$ cat src/rtl/mux_scan_sequencer.sv
// mux_scan_sequencer: steps an 8:1 mux select through the enabled channels in
// ascending order, waits SETTLE_CYCLES on each, samples the mux output and
// assembles the samples into one 8-bit word with a start/busy/done handshake.
// Optional build macro CONT_SCAN_EN: a start held high at the last sample edge
// chains the next scan with no idle cycle in between.
//
// state  | meaning
// IDLE   | waiting for start; s=0, busy=0
// SETTLE | holding s on a channel, sampling mux_o when the settle count expires
module mux_scan_sequencer #(
    parameter int unsigned SETTLE_CYCLES = 1
) (
    input  logic       clk,
    input  logic       rst,
    input  logic       start,
    input  logic [7:0] mask,
    input  logic       mux_o,
    output logic [2:0] s,
    output logic       busy,
    output logic       done,
    output logic [7:0] data
);

    localparam logic [0:0] ST_IDLE   = 1'b0;
    localparam logic [0:0] ST_SETTLE = 1'b1;
    localparam logic [3:0] CNT_RELOAD = 4'(SETTLE_CYCLES - 1);

    logic [0:0] state_q, state_d;
    logic [2:0] s_q, s_d;
    logic [3:0] cnt_q, cnt_d;
    logic [7:0] mask_q, mask_d;
    logic [7:0] shadow_q, shadow_d;
    logic [7:0] data_q, data_d;
    logic       busy_q, busy_d;
    logic       done_q, done_d;

    logic [7:0] sampled;
    logic [7:0] higher;

    // Lowest set bit of m; callers only use it when m is non-zero.
    function automatic logic [2:0] lowest_ch(input logic [7:0] m);
        logic [2:0] ch;
        ch = 3'd0;
        for (int k = 7; k >= 0; k--) begin
            if (m[k]) ch = 3'(k);
        end
        return ch;
    endfunction

    // Next-state logic for the scan FSM, settle counter and sample shadow.
    always_comb begin
        state_d  = state_q;
        s_d      = s_q;
        cnt_d    = cnt_q;
        mask_d   = mask_q;
        shadow_d = shadow_q;
        data_d   = data_q;
        busy_d   = busy_q;
        done_d   = 1'b0;
        sampled  = shadow_q;
        higher   = mask_q & (8'hFE << s_q);

        case (state_q)
            ST_IDLE: begin
                if (start) begin
                    mask_d   = mask;
                    shadow_d = 8'h00;
                    if (mask == 8'h00) begin
                        data_d = 8'h00;
                        done_d = 1'b1;
                    end else begin
                        s_d     = lowest_ch(mask);
                        cnt_d   = CNT_RELOAD;
                        busy_d  = 1'b1;
                        state_d = ST_SETTLE;
                    end
                end
            end
            ST_SETTLE: begin
                if (cnt_q != 4'd0) begin
                    cnt_d = cnt_q - 4'd1;
                end else begin
                    sampled[s_q] = mux_o;
                    shadow_d     = sampled;
                    if (higher != 8'h00) begin
                        s_d   = lowest_ch(higher);
                        cnt_d = CNT_RELOAD;
                    end else begin
                        // Shadow is cleared at acceptance, the mask AND just
                        // makes the zero-for-masked-channels rule explicit.
                        data_d  = sampled & mask_q;
                        done_d  = 1'b1;
                        busy_d  = 1'b0;
                        s_d     = 3'd0;
                        state_d = ST_IDLE;
`ifdef CONT_SCAN_EN
                        if (start) begin
                            mask_d   = mask;
                            shadow_d = 8'h00;
                            if (mask != 8'h00) begin
                                s_d     = lowest_ch(mask);
                                cnt_d   = CNT_RELOAD;
                                busy_d  = 1'b1;
                                state_d = ST_SETTLE;
                            end
                        end
`endif
                    end
                end
            end
            default: begin
                state_d = ST_IDLE;
                s_d     = 3'd0;
                busy_d  = 1'b0;
            end
        endcase
    end

    // State registers with synchronous active-high reset.
    always_ff @(posedge clk) begin
        if (rst) begin
            state_q  <= ST_IDLE;
            s_q      <= 3'd0;
            cnt_q    <= 4'd0;
            mask_q   <= 8'h00;
            shadow_q <= 8'h00;
            data_q   <= 8'h00;
            busy_q   <= 1'b0;
            done_q   <= 1'b0;
        end else begin
            state_q  <= state_d;
            s_q      <= s_d;
            cnt_q    <= cnt_d;
            mask_q   <= mask_d;
            shadow_q <= shadow_d;
            data_q   <= data_d;
            busy_q   <= busy_d;
            done_q   <= done_d;
        end
    end

    assign s    = s_q;
    assign busy = busy_q;
    assign done = done_q;
    assign data = data_q;

endmodule

$ cat config.mk
export PLATFORM = sky130hd
export DESIGN_NAME = mux_scan_sequencer
export DESIGN_NICKNAME = d
export VERILOG_FILES = /design/src/rtl/mux_scan_sequencer.sv
export SDC_FILE = /design/constraint.sdc
export NUM_CORES = 1
export LEC_CHECK = 0
export ABC_AREA = 1
export CORE_MARGIN = 4
export CORE_UTILIZATION = 45
export DETAILED_ROUTE_END_ITERATION = 12
export GPL_TIMING_DRIVEN = 1
export PLACE_DENSITY = 0.67
export SLEW_MARGIN = 20
export SYNTH_ARGS = -nofsm -noshare
export SYNTH_HDL_FRONTEND = slang
export SYNTH_SLANG_ARGS = --single-unit
$ cat constraint.sdc
create_clock -name clk -period 1.6 [get_ports clk]
set_input_delay 0.16 -clock clk [delete_from_list [all_inputs] [get_ports clk]]
set_output_delay 0.16 -clock clk [all_outputs]
set_load 0.02 [all_outputs]
# Word-level counts from Yosys, hierarchy flattened
# Cells that the tools add are included.
[word_totals] regBits=34 inputBits=12 output_inout_bits=13 wordCells=83
[classes] n_addsub=1 magnitude_cmp=2 n_eq_ne=6 shift=1 muxes=52 bitwise_logic=3 n_reduce_logical=10
[ops] operator="3-bit two-way mux" count=20
[ops] operator="8-bit two-way mux" count=6
[ops] operator="8-bit one-hot mux with 2 select lines" count=2
[ops] operator="8-bit bitwise AND" count=2
[ops] operator="4-bit two-way mux" count=4
[ops] operator="1-bit two-way mux" count=13
[ops] operator="2-bit inequality test (second input constant)" count=5
[ops] operator="8-bit bitwise mux" count=1
[ops] operator="8-bit logical NOT" count=1
[ops] operator="4-bit one-hot mux with 2 select lines" count=1
[ops] operator="4-bit AND reduction" count=2
[ops] operator="8-bit nonzero test" count=1
[ops] operator="8-bit by 3-bit left shift with 8-bit output (first input constant)" count=1
[ops] operator="1-bit one-hot mux with 2 select lines" count=3
[ops] operator="3-bit one-hot mux with 2 select lines" count=1
[ops] operator="3-bit AND reduction" count=2
[ops] operator="3-bit by 4-bit < comparator with 1-bit output (second input constant)" count=1
[ops] operator="2-bit AND reduction" count=2
[ops] operator="4-bit nonzero test" count=1
[ops] operator="4-bit by 1-bit subtractor with 4-bit output (second input constant)" count=1
[ops] operator="1-bit demux with 3-bit select" count=1
[ops] operator="3-bit by 1-bit >= comparator with 1-bit output (second input constant)" count=1
[ops] operator="3-bit by 1-bit inequality test with 1-bit output (second input constant)" count=1
[ops] operator="1-bit logical AND" count=1
[ops] operator="1-bit NOT" count=1

# Depth between registers and ports, before layout
[logic_depth] ltp_word=13 depth_mapped=11 ltp_nobuf=11

# Worst setup path after synthesis
# Ideal clock, no wire load.
[synth_path] path_kind="register to register" startpoint="register s_q[1] (netlist: s[1])" endpoint="register busy_q (netlist: busy)" setup_time_ps=126 t_arrival_ps=1346 required_time_ps=1474 path_slack_ps=128 path_stages_with_launch=11 path_buffers=1 period_less_slack_ps=1472 cell_sequence="dfxtp_1 > buf_6 > nand2_2 > nand2_4 > nand2_4 > nor2_8 > nand2_1 > nand2_1 > nand2_1 > a21oi_1 > nor2_1"
[synth_via] elab_chain_len=5
[synth_lines] element="start: declaration" line_no="29" text="logic [2:0] s_q, s_d;"
[synth_lines] element="start signal: assignment" line_no="123" text="s_q <= 3'd0;"
[synth_lines] element="start signal: assignment" line_no="132" text="s_q <= s_d;"
[synth_lines] element="8-bit by 3-bit left shift with 8-bit output" line_no="61" text="higher = mask_q & (8'hFE << s_q);"
[synth_lines] element="8-bit bitwise AND" line_no="61"
[synth_lines] element="8-bit nonzero test" line_no="85" text="if (higher != 8'h00) begin"
[synth_lines] element="2-bit inequality test (no line)"
[synth_lines] element="4-bit AND reduction (no line)"
[synth_lines] element="end signal: assignment" line_no="137" text="busy_q <= busy_d;"
[synth_lines] element="end: declaration" line_no="34" text="logic busy_q, busy_d;"
# No other way between the ends.
# A chain may end at the register's enable or synchronous reset.

# Final worst setup path
[layout_path] startpoint="register s_q[2] (netlist: s[2])" endpoint="register data_q[7] (netlist: data[7])"
[layout_via] elab_chain_len=9 word_cells_on_any_way=15 classes_between="2 x order compare; 1 x eq/ne; 1 x shift; 6 x mux; 2 x bitwise; 3 x reduce/logical"
[layout_lines] element="3-bit by 4-bit < comparator with 1-bit output (implied by the code) / 3-bit by 1-bit >= comparator with 1-bit output (equally long branches)" line_no="83" text="sampled[s_q] = mux_o;"
[layout_lines] element="1-bit logical AND (implied by the code)" line_no="83"
[layout_lines] element="1-bit two-way mux (implied by the code)" line_no="83"
[layout_lines] element="1-bit demux with 3-bit select" line_no="83"
[layout_lines] element="8-bit bitwise mux" line_no="83"
[layout_lines] element="8-bit bitwise AND" line_no="91" text="data_d = sampled & mask_q;"
[layout_lines] element="8-bit two-way mux" line_no="85"
[layout_lines] element="8-bit two-way mux" line_no="80" text="if (cnt_q != 4'd0) begin"
[layout_lines] element="8-bit one-hot mux with 2 select lines" line_no="63" text="case (state_q)"
[layout_lines] element="end signal: assignment" line_no="136" text="data_q <= data_d;"
[layout_lines] element="end: declaration" line_no="33" text="logic [7:0] data_q, data_d;"
# Several ways; a longest one is shown, not always the timed one. The select of a mux whose other input is x is not followed.

==> metrics.yaml <==
power_mw: 2.37
timing.slew.headroom: 0.830
cts-buffers-inserted: 5
synth_fp_nets: 270
rsz0062_at_grt: "false"
seq_area_frac_synth: 0.354
design.die.area_um2: 5380
post_cts_resized: 2
fmax_ghz: 0.671
finalSetupViolCount: 0
die_x_um: 73.3
antenna_found_initial: 0
holdWs_ns: 0.466
min_path_type: "reg -> reg"
drc: 0
yosys_warnings: 0
nNetsFinal: 308
core.rowCount: 23
arrival_ns: 1.67
area_growth_pct: 27.1
postCtsHoldBufs: 0
drt_first_pass_iters: 4
hpwl_um: 3320
leakagePower_nw: 0.998
grt_usage: 0.190
worst_pin_slew_ns: 0.255
drt-total-wl_um: 4420
clk_pin_slew_ns: 0.07
endpoint_kind: "flip-flop"
required_ns: 1.78
cts_buffer_depth: 2
ant_nets: 0
avgSynthCellArea_um2: 7.50
worst_slack_ns: 0.111
skew_ns: 0.0100
pre_cts_ws_ns: -0.0661
grt_pass1_vias: 1670
hold_viol: 0
start_util: 0.473
post_cts_buffers: 0
vdd_drop_max_uv: 507
ios: 25
worstHoldPathCells: 2
netlist_area_um2: 1920
period_minus_slack_ns: 1.49
finalMaxSlewViolations: 0
place_congestion: 0.879
core_region_area_um2: 4060
root_buffer: "clkbuf_8"
dpl.cell_count: 337
cts_tree: "done"
power.density_nw_per_um2: 971
vias_per_cell: 5.06
critPathKind: "reg -> reg"
min_period_over_period: 0.931
synth-seq-cells: 34
fin_util: 0.602
clock-sinks: 34
drive_gt1_frac: 0.247
syn-instance-count: 256
drt_iter0_markers: 92
reg2reg_depth: 9
grt_pass1_wl_um: 7740
fin_cells: 345
status: "finished clean"
cp_max_fo: 13
ys_types: 32
h-tree-depth: 2
antenna_cells: 0
start_kind: "flip-flop"
grt_overflow: 0
post_drt_wl_per_cell_um: 12.8
num_vias: 1747
grt_max_degree: 34
die_y_um: 73.3
portBuffers: 24
cap_viol_max_count: 0
clk_latency_ns: 0.29
registers in the layout, indices dropped and copies added, names as in the netlist:
| signal | cells |
|---|---|
| busy | 1 |
| cnt_q | 4 |
| data | 8 |
| done | 1 |
| mask_q | 8 |
| s | 3 |
| shadow_q | 8 |
| state_q | 1 |
cell usage in the layout, fill, tap and decap left out, drive strengths merged:
| master | n |
|---|---|
| nand3b | 1 |
| clkinvlp | 1 |
| a21oi | 32 |
| a31oi | 1 |
| inv | 32 |
| nand3 | 21 |
| nand2 | 48 |
| clkdlybuf4s50 | 23 |
| ha | 2 |
| xor2 | 1 |
| o21a | 1 |
| a221oi | 1 |
| dfxtp | 34 |
| dlymetal6s2s | 1 |
| o211ai | 1 |
| nor4 | 1 |
| nor2 | 30 |
| o21ai | 36 |
| nand4 | 1 |
| buf | 19 |
| clkbuf | 6 |
| or2 | 1 |
| clkinv | 1 |
cell type report:
cell class	count	area, um2
Tap cell	50	62.6
Inverter	32	120
Clock inverter	2	12.5
Fill cell	385	1620
Multi-Input combinational cell	178	1040
Timing Repair Buffer	43	439
Clock buffer	6	82.6
Sequential cell	34	686
report_power, final:
| group | total [mW] | internal, mW | switching (mW) |
|---|---|---|---|
| Clock | 0.675 | 0.346 | 0.330 |
| Combinational | 0.702 | 0.297 | 0.405 |
| Sequential | 0.993 | 0.924 | 0.0693 |
| Total | 2.37 | 1.57 | 0.804 |
critical path: stages (launching register included):
cell and delay (ns):
dfxtp_1 0.39, buf_12 0.15, nor2_4 0.05, nand2_2 0.10, nor2_4 0.05, nor2_2 0.19
nand3b_4 0.13, nand2_8 0.15, o21a_1 0.14, nor2_1 0.04
path summary, 6_finish.rpt:
check / to / slack (ns) / startpoint
max: data[7] / 0.11 / s[2]
min: data[3] / 0.47 / data[3]
max reg2reg: data[7] / 0.11 / s[2]
min reg2reg: data[3] / 0.47 / data[3]
cells in the mapped netlist (all sizes together):
cell    instances  area [um2]
nand2          48         241
o21ai          36         210
dfxtp          34         681
a21oi          32         160
inv            32         120
nor2           30         149
nand3          21         163
buf             8        78.8
clkbuf          4        15.0
ha              2        25.0
a221oi          1        8.76
a31oi           1        6.26
nand3b          1        20.0
nand4           1        6.26
nor4            1        6.26
o211ai          1        7.51
o21a            1        7.51
or2             1        6.26
xor2            1        8.76
metal layers:
metal	up-vias	routed length, um	global-route usage
met4	0	73	0.0664
met3	6	178	0.0506
li1	906	-	-
met5	-	0	0
met1	804	2130	0.257
met2	31	2040	0.290
cells by family after synthesis:
kind of cell               Yosys count  synth area share
AOI/OAI and AO/OA                   72             0.208
DFF                                 34             0.354
and+or+nand+nor                    103             0.308
xor gates and xnor gates             1           0.00456
adders and majority gates            2            0.0130
buffers and inverters               44             0.111
per-stage QoR:
stage          instance area [um2]  setup TNS [ns]
5_1_grt                       2440               0
2_1_floorplan                 1920               0
6_report                      2440               0
3_5_place_dp                  2320          -0.401
4_1_cts                       2420               0
3_3_place_gp                  2320        -0.00147
(Power assumes the default switching activity.)
